===== src/rtl/weight_stream_loader.sv =====
// weight_stream_loader
//
// Purpose:
//   This is the consumer end of the ap_fifo coefficient channel that the
//   per-layer weight streamers write into. When start is pulsed, the block
//   pops exactly KERN_SIZE coefficients from the FIFO into a local register
//   file. It then raises loaded and serves coefficients to the conv datapath
//   by address, with a one-cycle registered read, which is the same timing as
//   the layer ROMs.
//
// Ports:
//   ap_clk          clock; all state changes on the rising edge
//   ap_rst_n        asynchronous, active-low reset
//   start           single-cycle request to (re)load a kernel
//   input_V_dout    FIFO head data; valid while input_V_empty_n is high
//   input_V_empty_n FIFO holds at least one word
//   input_V_read    pop strobe; a word is consumed on any edge where
//                   input_V_read and input_V_empty_n are both high
//   rd_addr         coefficient address from the datapath
//   rd_ce           read enable
//   rd_q            registered read data
//   busy            a load is in progress
//   loaded          a full kernel is resident and reads are valid

`ifndef coeff_Width
`define coeff_Width 16
`endif

`ifndef kern_s_N
`define kern_s_N 288
`endif

module weight_stream_loader #(
  parameter int COEFF_WIDTH = `coeff_Width,
  parameter int KERN_SIZE   = `kern_s_N,
  localparam int ADDR_W     = $clog2(KERN_SIZE)
) (
  input  logic                   ap_clk,
  input  logic                   ap_rst_n,
  input  logic                   start,
  input  logic [COEFF_WIDTH-1:0] input_V_dout,
  input  logic                   input_V_empty_n,
  output logic                   input_V_read,
  input  logic [ADDR_W-1:0]      rd_addr,
  input  logic                   rd_ce,
  output logic [COEFF_WIDTH-1:0] rd_q,
  output logic                   busy,
  output logic                   loaded
);

  typedef enum logic [1:0] {
    IDLE  = 2'd0,
    LOAD  = 2'd1,
    READY = 2'd2
  } state_t;

  localparam logic [ADDR_W-1:0] LAST_ADDR = ADDR_W'(KERN_SIZE - 1);

  state_t                   state_q, state_d;
  logic [ADDR_W-1:0]        wr_addr_q, wr_addr_d;
  logic [COEFF_WIDTH-1:0]   rd_data_q, rd_data_d;
  logic                     mem_we;
  logic                     rd_in_range;

  // Kernel storage. It is deliberately left unreset so that it can map onto
  // RAM or register-file primitives.
  logic [COEFF_WIDTH-1:0]   mem [KERN_SIZE];

  // Extend by one bit so the comparison stays correct when KERN_SIZE is a
  // power of two and every address pattern would otherwise be in range.
  assign rd_in_range = ({1'b0, rd_addr} < (ADDR_W + 1)'(KERN_SIZE));

  always_comb begin
    state_d      = state_q;
    wr_addr_d    = wr_addr_q;
    mem_we       = 1'b0;
    input_V_read = 1'b0;
    case (state_q)
      IDLE: begin
        if (start) begin
          state_d   = LOAD;
          wr_addr_d = '0;
        end
      end
      LOAD: begin
        // Under ap_fifo semantics, read is combinational on empty_n, so a pop
        // and the matching RAM write always happen on the same edge.
        input_V_read = input_V_empty_n;
        if (input_V_empty_n) begin
          mem_we = 1'b1;
          if (wr_addr_q == LAST_ADDR) begin
            state_d   = READY;
            wr_addr_d = '0;
          end else begin
            wr_addr_d = wr_addr_q + ADDR_W'(1);
          end
        end
      end
      READY: begin
        if (start) begin
          state_d   = LOAD;
          wr_addr_d = '0;
        end
      end
      default: begin
        state_d   = IDLE;
        wr_addr_d = '0;
      end
    endcase
  end

  // Reads are honoured only once a complete kernel is resident. Writes occur
  // only in LOAD, so the two ports can never collide. An out-of-range address
  // returns zero.
  always_comb begin
    rd_data_d = rd_data_q;
    if (rd_ce && (state_q == READY)) begin
      rd_data_d = rd_in_range ? mem[rd_addr] : '0;
    end
  end

  always_ff @(posedge ap_clk or negedge ap_rst_n) begin
    if (!ap_rst_n) begin
      state_q   <= IDLE;
      wr_addr_q <= '0;
      rd_data_q <= '0;
    end else begin
      state_q   <= state_d;
      wr_addr_q <= wr_addr_d;
      rd_data_q <= rd_data_d;
    end
  end

  always_ff @(posedge ap_clk) begin
    if (mem_we) begin
      mem[wr_addr_q] <= input_V_dout;
    end
  end

  assign rd_q   = rd_data_q;
  assign busy   = (state_q == LOAD);
  assign loaded = (state_q == READY);

endmodule


===== config.mk =====
export PLATFORM = sky130hd
export DESIGN_NAME = weight_stream_loader
export DESIGN_NICKNAME = d
export VERILOG_FILES = /design/src/rtl/weight_stream_loader.sv
export SDC_FILE = /design/constraint.sdc
export NUM_CORES = 2
export LEC_CHECK = 0
export BUFFER_PORTS_ARGS = -buffer_cell sky130_fd_sc_hd__buf_2
export CAP_MARGIN = 20
export CELL_PAD_IN_SITES_DETAIL_PLACEMENT = 1
export CELL_PAD_IN_SITES_GLOBAL_PLACEMENT = 2
export CORE_MARGIN = 8
export CORE_UTILIZATION = 45
export CTS_CLUSTER_DIAMETER = 200
export DETAILED_ROUTE_END_ITERATION = 7
export PLACE_DENSITY_LB_ADDON = 0.1
export SLEW_MARGIN = 10
export SYNTH_ARGS = -nofsm -noshare
export SYNTH_HDL_FRONTEND = slang
export SYNTH_MEMORY_MAX_BITS = 65536
export SYNTH_SLANG_ARGS = --single-unit

===== constraint.sdc =====
create_clock -name ap_clk -period 3.4 [get_ports ap_clk]
set_clock_uncertainty 0.1 [all_clocks]
set_input_delay 0.68 -clock ap_clk [delete_from_list [all_inputs] [get_ports ap_clk]]
set_output_delay 0.68 -clock ap_clk [all_outputs]
set_load 0.005 [all_outputs]

==> impl_metrics.ini <==
[routing]
first_pass_iters = 5
totalWireLength_um = 539000
via_count = 92200
via_per_inst = 6.11
drt-initial-drc-count = 10000
wl_per_cell_um = 35.7
antenna_left = 0
drc = 0

[floorplanning]
coreArea_sq_mm = 0.395
rows = 231
start_util_pct = 45.1
die_h_um = 646
ioPinCount = 49
die_width_um = 646
die-area_sq_mm = 0.417

[power_and_ir_drop]
p_int_w = 0.0954
power.leakage_nw = 67.7
vdd_ir_drop_max_uv = 489
p_per_area_mw_per_mm2 = 582
netSwitchingPower_w = 0.0267
seqPwrFrac_pct = 51.8
switching_share_pct = 21.9
pwr-share-comb_pct = 6.0
p_clk_share_pct = 42.3

[synthesis]
syn_area_per_cell_sq_um = 21.8
syn_area_sq_mm = 0.178
ys_seq_elements = 4635
synth_warnings = 0
synth-seq-area-share_pct = 77.9
syn-num-nets = 8231
ys_async_sr_fraction_pct = 0.583
synthMostInstantiatedCell = edfxtp_1
syn_inst = 8197
synth_common_cells = edfxtp_1, mux4_2, mux2i_1, nor2_1, nand2_1
synth_ff_type = edfxtp_1
synth_top_area_cell = edfxtp_1
synth_cell_types = 71
synth_edf_count = 4608
synth_area_leaders = edfxtp_1, mux4_2, mux2i_1, o221ai_1, nor2_1
synth.top_cell.area_share_pct = 77.5

[grt]
grt_pass1_vias = 95100
grt_pass1_wl_um = 753000
grt_max_degree = 115
antenna_found_initial = 35
grtUsageTotal_pct = 25.4
overflow = 0

[setup_path]
startpoint_type = input port
cp_max_fo = 19
worstPathArrival_ps = 4110
endpoint_kind = register
crit_type = in -> reg
required_ps = 4170

[sta]
hold_ws_ps = 54.6
fin_setup_tns_ps = 0
max_freq_ghz = 0.300
setup_viol = 0
slew_headroom_pct = 22.3
fin_crit_sh_pct = 98.1
hold_viol = 0
drv_slew = 0
worst_pin_slew_ps = 1160
min_period_ps = 3340

[placement]
dp_hpwl_um = 340000
port_buffers = 48
globalplace.congestion = 0.847

[cells_and_area]
area_growth_pct = 17.4
drive_above_1_share_pct = 30.8
final_nets = 9476

[clocking]
htreeDepth = 5
cts_made_buffers = 482
cts_setup_buffers = 0
cts_tree = done
root_buffer = clkbuf_16
clkLatencyLatePin_ps = 1010
clk_pin_slew_ps = 60
clock-sinks = 4635
cts_buffer_depth = 4

[min_path]
hp-class = in -> reg

[outcome]
status = finished, final reports clean

[run]
maxCapViolCount = 0
[registers in the layout, summed over array words and instances, names as in the netlist]
name       count
mem         4608
rd_q          16
state_q        2
wr_addr_q      9
[cell families after synthesis]
kind of cell / synth area share, %
XOR/XNOR: 0.0245
multiplexers: 15.2
AND/OR/NAND/NOR: 2.05
buffers and inverters: 1.62
flip-flops: 77.9
AO/OA/AOI/OAI: 3.16
adder cells (fa/ha/maj): 0.0280
[layer usage]
layer | vias to the layer above | track usage [%] | share of wire, %
met3 | 665 | 3.56 | 6.7
met2 | 3342 | 40.9 | 48
met4 | 6 | 6.70 | 2.7
li1 | 37300 | - | -
met1 | 50900 | 36.9 | 43
met5 | - | 0 | 0.0069
[cell type report]
cell class / instances / area, sq um
fillers: 34400 / 186000
flip-flops and latches: 4635 / 139000
multi-input cells: 3070 / 36700
clock buffers: 617 / 13000
repair buffers: 1241 / 11800
well taps: 5242 / 6560
clock inverters: 266 / 2290
inverters: 12 / 60.1
diodes: 11 / 27.5
[worst max-delay path, cell delays in order]
cell and delay (ps):
buf_12 190, buf_12 270, buf_12 240, buf_12 180, buf_12 160, mux4_2 500, a221oi_1 640, buf_4 220
o22ai_1 130, o21ai_1 400, buf_4 230, a41oi_1 120
[cells in the final DEF (no fill, tap or decap), types with 94 or more instances in the layout]
cell type / count
a21oi_1: 155
buf_12: 195
buf_4: 990
clkbuf_1: 108
clkbuf_16: 495
clkinv_1: 109
clkinv_2: 94
edfxtp_1: 4608
mux2i_1: 373
mux4_2: 1012
nand2_1: 208
nor2_1: 332
o221ai_1: 152
o22ai_1: 125
[stage by stage]
step	power (W)	instance area (sq um)	worst slack [ps]	utilization, %	cells
3_3_place_gp	0.0716	194000	-1140	49.1	14200
2_1_floorplan	0.0675	178000	470	-	8197
4_1_cts	0.123	209000	26.1	53.0	15100
5_1_grt	0.125	210000	-2.67	53.0	15100
6_report	0.122	210000	64.2	53.0	15100
3_5_place_dp	0.0717	194000	-1200	49.1	14200
[worst paths after layout]
kind | slack (ps) | to | cells after the start | start
max | 60 | rd_q[3] | 12 | rd_addr[0]
min | 50 | mem[186][8] | 1 | input_V_dout[8]
max reg2reg | 210 | rd_q[1] | 8 | state_q[0]
min reg2reg | 450 | state_q[0] | 1 | state_q[0]
max in group asynchronous | 2200 | rd_q[7] | 2 | ap_rst_n
min in group asynchronous | 360 | wr_addr_q[2] | 2 | ap_rst_n
[power by group through the flow]
stage                     sequential (W)  clock, W  combinational (W)
after floorplan                   0.0643         0            0.00318
after global placement            0.0644         0            0.00720
after detailed placement          0.0644         0            0.00731
after CTS                         0.0632    0.0525            0.00734
after global routing              0.0632    0.0544            0.00761
final                             0.0632    0.0516            0.00729
[repair_timing]
item,CTS,global route
hold buffers,7,0
setup endpoints to repair,3,2
endpoints found under the hold margin,145,0
gates resized for setup,3,2
(Power assumes the default switching activity.)
